--- src/rtl/lsu_mem_ctrl.sv ---
// rtl/lsu_mem_ctrl.sv - load/store unit driving a word-only data memory (optional LSU_MISALIGN_TRAP_EN)
module lsu_mem_ctrl #(
  parameter int ADDR_WIDTH = 32,
  parameter int DATA_WIDTH = 32
) (
  input  logic                  clk,
  input  logic                  reset,
  input  logic                  req_valid,
  output logic                  req_ready,
  input  logic                  req_we,
  input  logic [1:0]            req_size,
  input  logic                  req_unsigned,
  input  logic [ADDR_WIDTH-1:0] req_adr,
  input  logic [DATA_WIDTH-1:0] req_wdata,
  output logic                  rsp_valid,
  output logic [DATA_WIDTH-1:0] rsp_rdata,
  output logic                  misaligned_err,
  output logic [ADDR_WIDTH-1:0] mem_adr,
  output logic [DATA_WIDTH-1:0] mem_wdata,
  input  logic [DATA_WIDTH-1:0] mem_rdata,
  output logic                  mem_WrEn
);

  typedef enum logic [1:0] {IDLE, RD, WR, DONE} state_t;

  state_t      state;
  logic [1:0]  lane_q;
  logic [1:0]  size_q;
  logic        we_q;
  logic        uns_q;
  logic [15:0] wdata_q;
  logic        mis_q;

  logic        acc_mis;
  logic [1:0]  acc_size;
  logic [1:0]  acc_lane;
  logic [7:0]  byte_sel;
  logic [15:0] half_sel;
  logic [DATA_WIDTH-1:0] load_ext;
  logic [DATA_WIDTH-1:0] merged;

  // Both gated by reset so a write in flight never reaches memory on the reset edge.
  assign req_ready      = (state == IDLE) && !reset;
  assign mem_WrEn       = (state == WR) && !reset;
  assign misaligned_err = mis_q;

  // Decode the incoming request: effective size, byte lane and alignment fault.
  always_comb begin
    acc_mis  = 1'b0;
    acc_size = req_size;
    acc_lane = req_adr[1:0];
`ifdef LSU_MISALIGN_TRAP_EN
    acc_mis = (req_size == 2'b11) ||
              (req_size == 2'b01 && req_adr[0]) ||
              (req_size == 2'b10 && req_adr[1:0] != 2'b00);
`else
    // Without trapping, force natural alignment and treat the reserved size as a word.
    if (req_size == 2'b11) acc_size = 2'b10;
    case (acc_size)
      2'b01:   acc_lane = {req_adr[1], 1'b0};
      2'b10:   acc_lane = 2'b00;
      default: acc_lane = req_adr[1:0];
    endcase
`endif
  end

  // Extract the addressed lane from memory data and build the load result and store merge.
  always_comb begin
    byte_sel = mem_rdata[{lane_q, 3'b000} +: 8];
    half_sel = mem_rdata[{lane_q[1], 4'b0000} +: 16];
    case (size_q)
      2'b00:   load_ext = uns_q ? {24'h0, byte_sel} : {{24{byte_sel[7]}}, byte_sel};
      2'b01:   load_ext = uns_q ? {16'h0, half_sel} : {{16{half_sel[15]}}, half_sel};
      default: load_ext = mem_rdata;
    endcase
    merged = mem_rdata;
    if (size_q == 2'b00) merged[{lane_q, 3'b000} +: 8] = wdata_q[7:0];
    else                 merged[{lane_q[1], 4'b0000} +: 16] = wdata_q;
  end

  // Request FSM with registered response and memory-port outputs.
  always_ff @(posedge clk) begin
    if (reset) begin
      state     <= IDLE;
      rsp_valid <= 1'b0;
      rsp_rdata <= '0;
      mis_q     <= 1'b0;
      mem_adr   <= '0;
      mem_wdata <= '0;
      lane_q    <= 2'b00;
      size_q    <= 2'b00;
      we_q      <= 1'b0;
      uns_q     <= 1'b0;
      wdata_q   <= 16'h0;
    end else begin
      rsp_valid <= 1'b0;
      case (state)
        IDLE: begin
          if (req_valid) begin
            lane_q    <= acc_lane;
            size_q    <= acc_size;
            we_q      <= req_we;
            uns_q     <= req_unsigned;
            wdata_q   <= req_wdata[15:0];
            rsp_rdata <= '0;
            mis_q     <= acc_mis;
            mem_adr   <= {req_adr[ADDR_WIDTH-1:2], 2'b00};
            if (acc_mis) begin
              state     <= DONE;
              rsp_valid <= 1'b1;
            end else if (req_we && acc_size == 2'b10) begin
              mem_wdata <= req_wdata;
              state     <= WR;
            end else begin
              state <= RD;
            end
          end
        end
        RD: begin
          if (we_q) begin
            mem_wdata <= merged;
            state     <= WR;
          end else begin
            rsp_rdata <= load_ext;
            rsp_valid <= 1'b1;
            state     <= DONE;
          end
        end
        WR: begin
          rsp_valid <= 1'b1;
          state     <= DONE;
        end
        default: state <= IDLE;
      endcase
    end
  end

endmodule

--- config.mk ---
export PLATFORM = sky130hd
export DESIGN_NAME = lsu_mem_ctrl
export DESIGN_NICKNAME = d
export VERILOG_FILES = /design/src/rtl/lsu_mem_ctrl.sv
export SDC_FILE = /design/constraint.sdc
export NUM_CORES = 1
export LEC_CHECK = 0
export BUFFER_PORTS_ARGS = -buffer_cell sky130_fd_sc_hd__buf_2
export CAP_MARGIN = 20
export CELL_PAD_IN_SITES_DETAIL_PLACEMENT = 2
export CELL_PAD_IN_SITES_GLOBAL_PLACEMENT = 2
export CORE_UTILIZATION = 29
export CTS_CLUSTER_DIAMETER = 100
export DETAILED_ROUTE_END_ITERATION = 10
export PLACE_DENSITY = 0.84
export SLEW_MARGIN = 20
export SYNTH_ARGS = -nofsm -noshare
export SYNTH_HDL_FRONTEND = slang
export SYNTH_SLANG_ARGS = --single-unit
--- constraint.sdc ---
create_clock -name clk -period 2.8 [get_ports clk]
set_input_delay 0.56 -clock clk [delete_from_list [all_inputs] [get_ports clk]]
set_output_delay 0.56 -clock clk [all_outputs]
set_load 0.02 [all_outputs]
==> impl_metrics.ini <==
[outcome]
status = completed

[grt]
grt-busiest-layer = met2
grtUsageMet2_pct = 41.37
grtUsageTotal_pct = 23.93
grt_max_degree = 64
first_global_vias = 7086
use_met1_pct = 29.18
grt.overflow.total = 0
grtUsageMet3_pct = 5.640
grt_pass1_wl_mm = 40.74
antenna_found_initial = 0

[detailed_routing]
wire_per_inst_um = 21.26
first_pass_iters = 6
via_per_inst = 5.378
drc = 0
vias = 6733
ant_nets = 0
wl_mm = 26.62
drt_iter0_drc = 367

[synth]
synth_cell_types = 53
yosys-top-cells-count = nand2_1, dfxtp_1, a21oi_1
async_flop_share_pct = 0
ys_warn_count = 0
ys_seq_area_share_pct = 37.63
muxShareOfSynthArea_pct = 4.289
yosys.area_share.xor_xnor_pct = 0
synthFlopType = dfxtp_1
yosys_register_bits = 119
synth_top_family_by_area = compound AO/OA/AOI/OAI gates
synth_most_common_cell = nand2_1
synth_compound_area_share_pct = 25.02
yosys.area.top_type = dfxtp_1
synth_adder_area_share_pct = 1.779
postSynthCellCount = 797
netlist_area_um2 = 6331
synth-simple-area-share_pct = 23.81
post_synth.cell_area_avg_um2 = 7.944
synth_top_area_share_pct = 37.63
synth_edf_count = 0
synth_area_leaders = dfxtp_1, nand2_1, a21oi_1

[timing]
slew_viol_final = 0
fin_crit_sh_pct = 85.76
finalHoldViolations = 0
setup_violations = 0
fin_ws_ns = 0.3986
slew_headroom_pct = 42.66
fmax_ghz = 0.4164
finalClockSkew_ns = 0.008431
worstMarginPinSlew_ns = 0.8600
rsz0062_at_grt = no
timing.setup.tns_ns = 0
fin_hold_ws_ns = 0.3665
fin_crit_ns = 2.401

[placed_design]
place_area_um2 = 7535
hpwl_mm = 19.23
post-place-cells = 1220
port_buffers = 199
place_congestion = 0.8798
pre_cts_ws_ns = 0.4269

[final_layout]
diodes = 0
layout.nets = 1076
n_fill_cell = 2478
layout-drive-gt1-share_pct = 29.99
finish.utilization_pct = 38.36
final_cells = 1252
fin_area_um2 = 8139
syn_to_final_growth_pct = 28.56

[floorplanning]
ios = 203
core_area_um2 = 21220
die-area_um2 = 22430
initial_core_util_pct = 29.83
die_x_um = 149.8
fp-row-count = 53
die_h_um = 149.8

[clock_network]
h-tree-depth = 4
clockBufferDepth = 2
clk_pin_slew_ns = 0.06
ctsHoldBuffers = 0
insertion_delay_ns = 0.42
ctsResizeCount = 0
cts-root-buf = clkbuf_16
post_cts_buffers = 0
cts_tree = built
numCtsBuffers = 17
cts_num_sinks = 119

[hold_path]
hp-class = in -> reg

[worst_setup_path]
crit_path_start = lane_q[1]
crit_family = simple AND/OR/NAND/NOR gates
cpMaxStageDelayCell = ha_1
r2r_slack_ns = 0.40
crit_end = mem_wdata[21]
cp.required_ns = 3.12
cp.buffers_inverters = 1
start_kind = flip-flop
reg2regPathDepth = 6
worstPathMaxFanout = 63
crit_chain = buf_12, ha_1, nand2_1, nor4b_1, o221ai_1, a311oi_1
reg2reg_from = lane_q[1]
worstPathArrival_ns = 2.72
cp.depth = 6
critPathCaptureType = flip-flop
max_stage_delay_ns = 0.42
reg2reg_to = mem_wdata[21]
critPathKind = reg -> reg

[power_and_ir_drop]
vdd_drop_max_mv = 0.4427
power_density_nw_per_um2 = 1007
p_clk_share_pct = 27.7
finalPower_mw = 8.196
p_sw_share_pct = 42.86
comb_power_share_pct = 43.3
seqPwrFrac_pct = 29.0
internal_power_mw = 4.684
p_switching_mw = 3.513
p_leak_nw = 3.435

[run]
drv_cap = 0
worst min-delay path by stage:
stage                  start       endpoint  slack, ns  cells after the start
3_5_place_dp   rsp_rdata[13]  rsp_rdata[13]       0.44                      1
4_1_cts          req_adr[14]    mem_adr[14]       0.36                      3
6_report         req_adr[11]    mem_adr[11]       0.37                      3
5_1_grt           req_adr[9]     mem_adr[9]       0.36                      3
2_1_floorplan    wdata_q[10]    wdata_q[10]       0.45                      2
3_3_place_gp   rsp_rdata[11]  rsp_rdata[11]       0.43                      1
power by group through the flow:
stage                     combinational, mW  clock [mW]  sequential, mW
after floorplan                        2.07           0            2.68
after global placement                 3.40           0            2.39
after detailed placement               3.52           0            2.41
after CTS                              3.58        2.32            2.38
after global routing                   3.87        2.38            2.42
final                                  3.55        2.27            2.38
kinds of logic (layout without fill, tap and decap cells):
family | count (synthesis) | after routing
and+or+nand+nor | 328 | 328
AOI/OAI and AO/OA | 208 | 208
DFF | 119 | 119
buffers and inverters | 106 | 284
muxes | 26 | 26
adders and majority gates | 9 | 9
other | 1 | 3
state kept, by name (all words and copies together) (netlist names):
signal     count
mem_wdata     32
rsp_rdata     32
mem_adr       30
wdata_q       16
lane_q         2
size_q         2
state          2
rsp_valid      1
uns_q          1
we_q           1
routing by layer:
metal | wire [um] | vias up
met5 | 0 | -
met3 | 1481 | 40
li1 | - | 3133
met1 | 11440 | 3339
met4 | 580 | 0
met2 | 13120 | 221
tightest hold or removal path, cell delays in order:
cell     delay, ns
buf_2         0.09
nand2_1       0.05
a21oi_1       0.05
cell type report:
type / instances / area, um^2 / share of cell area, %
clock inverter: 14 / 165.2 / 2.029
clock buffer: 18 / 439.2 / 5.396
timing repair buffer: 220 / 1191 / 14.63
multi-input combinational: 574 / 3496 / 42.95
tap: 275 / 344.1 / 4.228
inverter: 32 / 120.1 / 1.476
sequential: 119 / 2384 / 29.29
placed cells by master, fill, tap and decap left out, types with 8 or more instances in the layout:
cell and n:
mux2_2 9, dfxtp_1 118, a21o_1 8, ha_1 8, a221o_1 8, nand3b_1 10
nand3_1 33, clkbuf_16 17, a221oi_1 8, o221ai_1 14, o221ai_2 10, buf_4 18
buf_2 199, a311oi_1 20, o211ai_1 8, a311oi_2 10, o21ai_1 10, o21ai_0 36
a21oi_1 55, nand2_1 166, nor2_1 52, nand2b_1 35, mux2i_1 17, nor4b_1 9
inv_1 32
No activity file was read; power rests on OpenSTA's default activity.
